--- config.mk ---
export PLATFORM = sky130hd
export DESIGN_NAME = lsu_req_ctrl
export DESIGN_NICKNAME = d
export VERILOG_FILES = /design/src/rtl/lsu_pkg.sv /design/src/rtl/lsu_load_ext.sv /design/src/rtl/lsu_req_ctrl.sv
export SDC_FILE = /design/constraint.sdc
export NUM_CORES = 1
export LEC_CHECK = 0
export CAP_MARGIN = 25
export CORE_MARGIN = 5
export CORE_UTILIZATION = 42
export DETAILED_ROUTE_END_ITERATION = 10
export PLACE_DENSITY_LB_ADDON = 0.05
export RECOVER_POWER = 50
export SLEW_MARGIN = 30
export SYNTH_ARGS = -nofsm -noshare
export SYNTH_HDL_FRONTEND = slang
export SYNTH_SLANG_ARGS = --single-unit
export TNS_END_PERCENT = 30
--- constraint.sdc ---
create_clock -name clock -period 2.1 [get_ports clock]
set_input_delay 0.315 -clock clock [delete_from_list [all_inputs] [get_ports clock]]
set_output_delay 0.315 -clock clock [all_outputs]
set_load 0.01 [all_outputs]
--- src/rtl/lsu_pkg.sv ---
// Shared definitions for the LSU request controller slice.
//   - SIZE_* : access size encodings on req_size
//   - lsu_state_e : controller FSM states
//   - size_mask() : byte-lane mask of an access of the given size at offset 0
//   - is_misaligned() : natural-alignment test on the low address bits
package lsu_pkg;

  localparam logic [1:0] SIZE_B = 2'd0;
  localparam logic [1:0] SIZE_H = 2'd1;
  localparam logic [1:0] SIZE_W = 2'd2;
  localparam logic [1:0] SIZE_D = 2'd3;

  typedef enum logic [1:0] {
    ST_IDLE,
    ST_WAIT,
    ST_ACCESS,
    ST_RESP
  } lsu_state_e;

  function automatic logic [7:0] size_mask(input logic [1:0] size);
    logic [7:0] m;
    unique case (size)
      SIZE_B:  m = 8'h01;
      SIZE_H:  m = 8'h03;
      SIZE_W:  m = 8'h0F;
      default: m = 8'hFF;
    endcase
    return m;
  endfunction

  function automatic logic is_misaligned(input logic [2:0] off, input logic [1:0] size);
    logic mis;
    unique case (size)
      SIZE_B:  mis = 1'b0;
      SIZE_H:  mis = off[0];
      SIZE_W:  mis = |off[1:0];
      default: mis = |off;
    endcase
    return mis;
  endfunction

endpackage

--- src/rtl/lsu_load_ext.sv ---
// Load data extraction: shifts the addressed bytes of a 64-bit memory word
// down to bit 0, keeps 8/16/32/64 bits by size and sign- or zero-extends.
// Ports:
//   rdata [63:0] in  : raw memory word (8-byte aligned)
//   off   [2:0]  in  : byte offset of the access within the word
//   size  [1:0]  in  : access size (SIZE_B/H/W/D)
//   uns          in  : zero-extend instead of sign-extend (ignored for SIZE_D)
//   data  [63:0] out : extended load result
module lsu_load_ext
  import lsu_pkg::*;
(
  input  logic [63:0] rdata,
  input  logic [2:0]  off,
  input  logic [1:0]  size,
  input  logic        uns,
  output logic [63:0] data
);

  logic [63:0] sh;

  always_comb begin
    sh   = rdata >> {off, 3'b000};
    data = sh;
    unique case (size)
      SIZE_B:  data = uns ? {56'd0, sh[7:0]}  : {{56{sh[7]}},  sh[7:0]};
      SIZE_H:  data = uns ? {48'd0, sh[15:0]} : {{48{sh[15]}}, sh[15:0]};
      SIZE_W:  data = uns ? {32'd0, sh[31:0]} : {{32{sh[31]}}, sh[31:0]};
      default: data = sh;
    endcase
  end

endmodule

--- src/rtl/lsu_req_ctrl.sv ---
// LSU request controller: initiator side of the pmem access interface.
// Accepts one load/store at a time, optionally waits WAIT_CYCLES, issues a
// single-cycle registered read or write strobe to the memory wrapper, then
// holds the (extended) response until the consumer takes it.
// Ports:
//   clock, reset_n                : clock, async active-low reset
//   req_valid/req_ready           : request handshake
//   req_addr/wen/size/unsigned/wdata : request fields
//   resp_valid/resp_ready         : response handshake
//   resp_rdata, resp_misalign     : response payload
//   mem_raddr/waddr/wdata/wmask   : memory wrapper address/data/mask
//   mem_read_en/mem_write_en      : one-cycle access strobes
//   mem_rdata                     : memory read data, valid in strobe cycle
module lsu_req_ctrl
  import lsu_pkg::*;
#(
  parameter int unsigned WAIT_CYCLES = 0,
  parameter int unsigned ADDR_W      = 64
) (
  input  logic              clock,
  input  logic              reset_n,
  input  logic              req_valid,
  output logic              req_ready,
  input  logic [ADDR_W-1:0] req_addr,
  input  logic              req_wen,
  input  logic [1:0]        req_size,
  input  logic              req_unsigned,
  input  logic [63:0]       req_wdata,
  output logic              resp_valid,
  input  logic              resp_ready,
  output logic [63:0]       resp_rdata,
  output logic              resp_misalign,
  output logic [63:0]       mem_raddr,
  output logic [63:0]       mem_waddr,
  output logic [63:0]       mem_wdata,
  output logic [7:0]        mem_wmask,
  output logic              mem_read_en,
  output logic              mem_write_en,
  input  logic [63:0]       mem_rdata
);

  localparam logic [3:0] WAIT_INIT = (WAIT_CYCLES == 0) ? 4'd0 : 4'(WAIT_CYCLES - 1);

  lsu_state_e        state_q, state_d;
  logic [3:0]        cnt_q, cnt_d;
  logic              accept;
  logic              req_mis;

  logic [ADDR_W-1:0] addr_q;
  logic              wen_q;
  logic [1:0]        size_q;
  logic              uns_q;
  logic [63:0]       wdata_q;

  logic [ADDR_W-1:0] cur_addr;
  logic              cur_wen;
  logic [1:0]        cur_size;
  logic [63:0]       cur_wdata;
  logic [63:0]       line_addr;
  logic              strobe_d;
  logic [63:0]       ext_data;

  assign req_mis = is_misaligned(req_addr[2:0], req_size);

  // The strobe registers are loaded on the edge that enters ACCESS. With
  // WAIT_CYCLES == 0 that edge is the accept edge, so the fields come straight
  // from the request port; otherwise they come from the captured copy.
  always_comb begin
    if (state_q == ST_IDLE) begin
      cur_addr  = req_addr;
      cur_wen   = req_wen;
      cur_size  = req_size;
      cur_wdata = req_wdata;
    end else begin
      cur_addr  = addr_q;
      cur_wen   = wen_q;
      cur_size  = size_q;
      cur_wdata = wdata_q;
    end
  end

  assign line_addr = 64'({cur_addr[ADDR_W-1:3], 3'b000});
  assign strobe_d  = (state_d == ST_ACCESS);

  always_ff @(posedge clock or negedge reset_n) begin
    if (!reset_n) begin
      state_q <= ST_IDLE;
      cnt_q   <= '0;
    end else begin
      state_q <= state_d;
      cnt_q   <= cnt_d;
    end
  end

  always_comb begin
    state_d = state_q;
    cnt_d   = cnt_q;
    accept  = 1'b0;
    unique case (state_q)
      ST_IDLE: begin
        if (req_valid && req_ready) begin
          accept = 1'b1;
          if (req_mis) begin
            state_d = ST_RESP;
          end else if (WAIT_CYCLES == 0) begin
            state_d = ST_ACCESS;
          end else begin
            state_d = ST_WAIT;
            cnt_d   = WAIT_INIT;
          end
        end
      end
      ST_WAIT: begin
        if (cnt_q == 4'd0) state_d = ST_ACCESS;
        else               cnt_d   = cnt_q - 4'd1;
      end
      ST_ACCESS: state_d = ST_RESP;
      ST_RESP:   if (resp_ready) state_d = ST_IDLE;
      default:   state_d = ST_IDLE;
    endcase
  end

  always_ff @(posedge clock or negedge reset_n) begin
    if (!reset_n) begin
      addr_q  <= '0;
      wen_q   <= 1'b0;
      size_q  <= '0;
      uns_q   <= 1'b0;
      wdata_q <= '0;
    end else if (accept) begin
      addr_q  <= req_addr;
      wen_q   <= req_wen;
      size_q  <= req_size;
      uns_q   <= req_unsigned;
      wdata_q <= req_wdata;
    end
  end

  always_ff @(posedge clock or negedge reset_n) begin
    if (!reset_n) begin
      req_ready    <= 1'b1;
      mem_raddr    <= '0;
      mem_waddr    <= '0;
      mem_wdata    <= '0;
      mem_wmask    <= '0;
      mem_read_en  <= 1'b0;
      mem_write_en <= 1'b0;
    end else begin
      req_ready    <= (state_d == ST_IDLE);
      mem_read_en  <= strobe_d && !cur_wen;
      mem_write_en <= strobe_d && cur_wen;
      mem_raddr    <= strobe_d ? line_addr : '0;
      mem_waddr    <= strobe_d ? line_addr : '0;
      mem_wmask    <= (strobe_d && cur_wen) ? (size_mask(cur_size) << cur_addr[2:0]) : '0;
      mem_wdata    <= (strobe_d && cur_wen) ? (cur_wdata << {cur_addr[2:0], 3'b000}) : '0;
    end
  end

  lsu_load_ext u_load_ext (
    .rdata (mem_rdata),
    .off   (addr_q[2:0]),
    .size  (size_q),
    .uns   (uns_q),
    .data  (ext_data)
  );

  always_ff @(posedge clock or negedge reset_n) begin
    if (!reset_n) begin
      resp_valid    <= 1'b0;
      resp_rdata    <= '0;
      resp_misalign <= 1'b0;
    end else if (state_q == ST_ACCESS) begin
      resp_valid    <= 1'b1;
      resp_rdata    <= wen_q ? '0 : ext_data;
      resp_misalign <= 1'b0;
    end else if (accept && req_mis) begin
      resp_valid    <= 1'b1;
      resp_rdata    <= '0;
      resp_misalign <= 1'b1;
    end else if (state_q == ST_RESP && resp_ready) begin
      resp_valid    <= 1'b0;
      resp_rdata    <= '0;
      resp_misalign <= 1'b0;
    end
  end

endmodule

# Yosys cells after proc, flatten, opt, wreduce, memory -nomap -nowiden
# Cells that the tools add are included.
# W data, S select, Z words.
[totals]
input_bits = 200
out_inout_bits = 269
register_bits = 343
[op_classes]
reduce_logical = 16
n_eq_ne = 10
addsub = 1
mux = 28
shifts = 3
n_bitwise = 1
[ops]
columns = ["op", "n"]
rows = [
  ["$mux W64", 11],
  ["$pmux W64 S3", 1],
  ["$shl A64 B6 Y64", 1],
  ["$shr A64 B6 Y64", 1],
  ["$pmux W8 S3", 1],
  ["$eq A2 B2 Y1 const B", 6],
  ["$logic_not A2 Y1", 5],
  ["$eq A2 B1 Y1 const B", 4],
  ["$mux W1", 8],
  ["$mux W2", 4],
  ["$mux W8", 1],
  ["$pmux W2 S4", 1],
  ["$shl A8 B3 Y8", 1],
  ["$logic_and A1 B1 Y1", 5],
  ["$logic_not A4 Y1", 1],
  ["$sub A4 B1 Y4 const B", 1],
  ["$pmux W1 S3", 1],
  ["$reduce_bool A3 Y1", 1],
  ["$reduce_or A3 Y1", 1],
  ["$reduce_and A2 Y1", 1],
  ["$reduce_or A2 Y1", 1],
  ["$logic_not A1 Y1", 1],
  ["$not A1 Y1", 1],
]

# Logic depth before layout (Yosys ltp)
[logic_depth]
ltp_word = 8
ltp_mapped = 12
mapped_depth_nobuf = 9

# Modules after synthesis
# A second synthesis with hierarchy kept.
[unflattened]
cells_unflattened = 1959
area_unflattened_um2 = 18666.7
[by_module_without_submodules]
columns = ["module", "cells_per_inst", "n_inst", "seq_area_each_um2", "area_each_um2"]
rows = [
  ["lsu_req_ctrl", 1695, 1, 8509.4, 16366.9],
  ["lsu_load_ext", 264, 1, 0.0, 2299.7],
]

# Least setup slack after synthesis
# Ideal clock, no wire load.
[synth_path]
kind = "register to register"
startpoint = "register cnt_q[0]"
endpoint = "register mem_wdata[31]"
setup_ns = 0.077
arrival_ns = 1.946
stages_incl_launch_ff = 13
slack_ns = 0.077
required_ns = 2.023
path_cell_list = "dfrtp_1 > inv_1 > ha_1 > nor3b_1 > nand2_1 > a21o_1 > buf_2 > nand2b_1 > buf_2 > inv_2 > nand2_2 > buf_4 > a21oi_1"
[synth_via]
elab_chain_len = 6
[synth_rtl]
columns = ["element", "line", "text"]
rows = [
  ["start: declaration", "lsu_req_ctrl.sv:45", "logic [3:0] cnt_q, cnt_d;"],
  ["start signal: assignment", "lsu_req_ctrl.sv:91", "cnt_q <= cnt_d;"],
  ["$logic_not A4 Y1", "lsu_req_ctrl.sv:114", "if (cnt_q == 4'd0) state_d = ST_ACCESS;"],
  ["$mux W2", "lsu_req_ctrl.sv:114", ""],
  ["$pmux W2 S4", "lsu_req_ctrl.sv:99", "unique case (state_q)"],
  ["$eq A2 B2 Y1", "lsu_req_ctrl.sv:83", "assign strobe_d = (state_d == ST_ACCESS);"],
  ["$logic_and A1 B1 Y1", "lsu_req_ctrl.sv:155", "mem_wdata <= (strobe_d && cur_wen) ? (cur_wdata << {cur_addr[2:0], 3'b000}) : '0;"],
  ["$mux W64", "lsu_req_ctrl.sv:155", ""],
  ["end signal: assignment", "lsu_req_ctrl.sv:155", ""],
  ["end: declaration", "lsu_req_ctrl.sv:35", "output logic [63:0] mem_wdata,"],
]
# No other way between the ends.
# A chain may end at the register's enable or synchronous reset.

# Worst setup path in the final report
[layout_path]
startpoint = "register addr_q[0]"
endpoint = "register resp_rdata[38]"
[layout_via]
elab_chain_len = 5
elab_cells_between_ends = 7
classes_between = "1 x shift; 6 x mux"
[layout_rtl]
columns = ["element", "line", "text"]
rows = [
  ["start: declaration", "lsu_req_ctrl.sv:49", "logic [ADDR_W-1:0] addr_q;"],
  ["start signal: assignment", "lsu_req_ctrl.sv:131", "addr_q <= req_addr;"],
  ["$shr A64 B6 Y64 *", "lsu_load_ext.sv:22", "sh = rdata >> {off, 3'b000};"],
  ["$mux W64, on equally long branches", "lsu_load_ext.sv:27, lsu_load_ext.sv:25, lsu_load_ext.sv:26", ""],
  ["$pmux W64 S3 *", "lsu_load_ext.sv:24", "unique case (size)"],
  ["$mux W64 *", "lsu_req_ctrl.sv:174", "resp_rdata <= wen_q ? '0 : ext_data;"],
  ["$mux W64 *", "lsu_req_ctrl.sv:172", "end else if (state_q == ST_ACCESS) begin"],
  ["end signal: assignment", "lsu_req_ctrl.sv:174", ""],
  ["end: declaration", "lsu_req_ctrl.sv:31", "output logic [63:0] resp_rdata,"],
]
# Mark *: on every way between the ends. The rest lies on a longest branch, timed or not.

==> summary.md <==
| Metric | Value |
|---|---|
| Die Y | approximately 210 um |
| Total of fill cells in the finished design | between 3,000 and 4,000 |
| Average wire length per cell after detail routing | 21.9 um |
| H-tree level count | 2 |
| Worst stage delay on the critical path | 570 ps |
| Unrepaired setup endpoints after global routing | true |
| Total number of nets in the final design | about 2,400 |
| P&R area growth vs syn | 47.1% |
| Transition at the pin with the smallest max-transition slack | around 1100 ps |
| Total die area | between 0.04 and 0.05 sq mm |
| Startpoint type of the worst setup path | register |
| Crit path DAT | 2620 ps |
| Number of buffers created by CTS | 40 |
| Total standard cell area after synthesis | 0.0173 sq mm |
| TritonCTS clock tree | built |
| Post-route standard cell area excluding fillers | approximately 0.025 sq mm |
| Number of placement rows | 74 |
| Slew HR | 28.9% |
| Worst Slack Setup Final | -48.0 ps |
| Crit-path slowest cell | sky130_fd_sc_hd__dfrtp_4 |
| Post-synthesis sequential area ratio | approximately 50% |
| Root Driver | sky130_fd_sc_hd__clkbuf_16 |
| Hold Path Origin | req_addr[14] |
| Critical path, cell by cell | mux2i_1 > mux4_2 > nand3b_4 > a41oi_4 > buf_12 > a22o_1 |
| Fraction of post-synthesis cell area in the top cell type by area | about half |
| Biggest area contributors in the synthesized netlist | sky130_fd_sc_hd__dfrtp_1, sky130_fd_sc_hd__mux2_2, sky130_fd_sc_hd__mux2i_1 |
| Final sum of negative setup slack | -939 ps |
| Via count of the first global-routing pass | between 15,000 and 20,000 |
| Post-route fraction of the period consumed by the critical path | 102% |
| Sequential cell area in the final layout | ~0.0085 sq mm |
| Status | finished, violations left |
| Highest achievable clock rate | between 0.4 and 0.5 GHz |
| Maximum Capacitance Violations | 0 |
| Std-Cell Core Area | between 0.04 and 0.05 sq mm |
| Sink Count | 340 |
| Async S/R FF share, synth | 100% |
| Leakage component of the power | around 0.012 uW |
| Final worst clock skew | around 23 ps |
| GRT Util Overall | roughly a quarter |
| Clk_lat worst skew | approximately 550 ps |
| Drt first pass iters | 5 |
| Cell accounting for the most synthesized area | sky130_fd_sc_hd__dfrtp_1 |
| Buffers from clock root to sink, at most | 3 |
| Count of pins over their slew limit | 0 |
| Count of flip-flops with a built-in enable after synthesis | 0 |
| Footprint of the multi-input gates | 0.00797 sq mm |
| Largest net degree at the start of global routing | 72 |
| Unique cell type count in the Yosys netlist | 65 |
| Critical path capture point type | register |
| Path type of the worst setup path | register to register |
| Post-Place Cell Area | around 0.024 sq mm |
| Port-buffer cells | 462 |
| Initial antenna violation count | 5 |
| Vias per Instance | 5.41 |
| Post-synthesis instance total | 1,630 |
| Number of remaining DRC errors | 0 |
| Clock slew at the register clock pins of the worst setup and hold paths | 60 ps |
| Maximum fanout along the worst path | 31 |
| Worst slack at placement | -383 ps |
| Type of the most critical hold path | input pin to register |
| Routed vias | 14,900 |
| Wire length of the first global-routing pass | ~90 mm |
| DPL Wire Length | between 40 and 50 mm |
| Register bit count reported by yosys | 340 |
| Worst r2r src | addr_q[0] |
| Final critical path time including I/O delays and setup | 2150 ps |
| Hold violation count in the final report | 0 |
| Worst ir drop on vdd | 0.000794 V |
| Worst endpoint required time | ~2600 ps |
| Top flip-flop cell by instance count after synthesis | sky130_fd_sc_hd__dfrtp_1 |
| Horizontal die dimension | roughly 210 um |
| Utilization of the core after routing | 62.3% |
| Sum of overflow across all layers after global routing | 0 |
| Post-route antenna net violation count | 0 |
| Total wirelength of the detailed-routed design | approximately 60 mm |
| Number of warning messages in the yosys log | 0 |
| Mean Syn Cell Area | roughly 11 sq um |
| Power per Cell Area | around 1500 mW/mm^2 |
| Layout cell share with drive strength beyond 1 | between 20 and 25% |
| Initial detailed-routing violation count | around 1,200 |
| RePlAce Congestion | about 0.92 |
| Start point of the critical path | addr_q[0] |
| Final Setup Violations | 35 |
| Failing checks | negative setup slack |
| Effective utilization at floorplan | between 40% and 50% |
| Number of top-level pins | between 400 and 500 |
## flip-flops by register name, indices dropped and copies added (netlist names)
name	flops
resp_misalign	1
mem_waddr	61
resp_valid	1
mem_write_en	1
mem_wdata	64
req_ready	1
mem_wmask	8
size_q	2
resp_rdata	64
state_q	2
mem_read_en	1
wen_q	1
cnt_q	4
uns_q	1
wdata_q	64
addr_q	64
## synth_stat cells (all sizes together) (9+ instances only)
library cell and count:
nor4 9, dfrtp 339, nor2 68, buf 143, a21oi 129, o22ai 25, clkbuf 47, nand2 286
a22o 34, a22oi 18, inv 11, mux2 146, nand3 17, mux2i 161, a211oi 15, o21ai 59
mux4 16, o211ai 18, nor3 18, and3 10
## worst max-delay path: cells and delay by family, from the launching register on
kind,cells,cell delay [ps]
flops,1,570
mux,2,700
buf+inv,1,220
compound gates,2,370
simple gates,1,200
## what timing repair did
action	CTS	global route
gates cloned	2	2
setup endpoints to repair	135	100
buffers inserted	8	3
hold buffers	1	0
gates resized for setup	28	74
pin swaps	5	20
endpoints found under the hold margin	55	0
## report_power, final
part	internal, uW	switching (uW)
Clock	4210	2700
Sequential	8710	1380
Combinational	10300	10300
## cell usage in the layout (no fill, tap or decap), types with 34 or more instances in the layout
master | Yosys | final
sky130_fd_sc_hd__clkdlybuf4s50_1 | 0 | 393
sky130_fd_sc_hd__dfrtp_1 | 339 | 335
sky130_fd_sc_hd__nand2_1 | 284 | 284
sky130_fd_sc_hd__buf_4 | 77 | 185
sky130_fd_sc_hd__mux2_2 | 146 | 145
sky130_fd_sc_hd__mux2i_1 | 158 | 140
sky130_fd_sc_hd__a21oi_1 | 128 | 119
sky130_fd_sc_hd__dlygate4sd3_1 | 0 | 69
sky130_fd_sc_hd__nor2_1 | 66 | 65
sky130_fd_sc_hd__clkbuf_16 | 0 | 44
sky130_fd_sc_hd__o21ai_0 | 57 | 38
sky130_fd_sc_hd__a22o_1 | 34 | 34
## final cells by class
| type | count | share of cell area [%] |
|---|---|---|
| diodes | 2 | 0.0197 |
| clock inverters | 10 | 0.634 |
| well taps | 532 | 2.61 |
| flip-flops and latches | 340 | 33.5 |
| clock buffers | 57 | 4.43 |
| multi-input cells | 1095 | 31.3 |
| inverters | 11 | 0.162 |
| repair buffers | 714 | 27.4 |
## metal layers
metal	part of all wire [%]	up-vias	track usage, %	routed length [um]
met5	0.10	-	0	61
met4	2.6	8	7.81	1580
met3	6.6	91	5.00	3980
met2	51	545	44.0	30700
met1	40	7439	32.9	24100
li1	-	6860	-	-
## through the flow
step	total power (uW)	hold WS [ps]	cells
after global routing	39600	322	2760
final	37500	327	2761
after floorplan	20300	19.4	1635
after detailed placement	29300	362	2678
after global placement	29000	357	2678
after CTS	36900	291	2756
## kinds of logic (layout without fill, tap and decap cells)
family	Yosys count	count (layout)	synth area share, %
other cells	1	8	0.0217
xor+xnor	3	3	0.152
flops	340	340	49.2
fa+ha+maj	1	1	0.0723
compound gates	332	332	12.1
simple gates	429	430	10.4
buf+inv	201	792	7.05
mux	323	323	21.0
## final timing paths
kind,end,slack [ps],cells past startpoint
min,mem_waddr[14],330,3
min reg2reg,resp_rdata[3],480,2
min in group asynchronous,wdata_q[30],530,2
max,resp_rdata[38],-50,6
max in group asynchronous,addr_q[44],380,3
max reg2reg,resp_rdata[38],-50,6
Note: power is estimated with default switching activity, not from simulation.
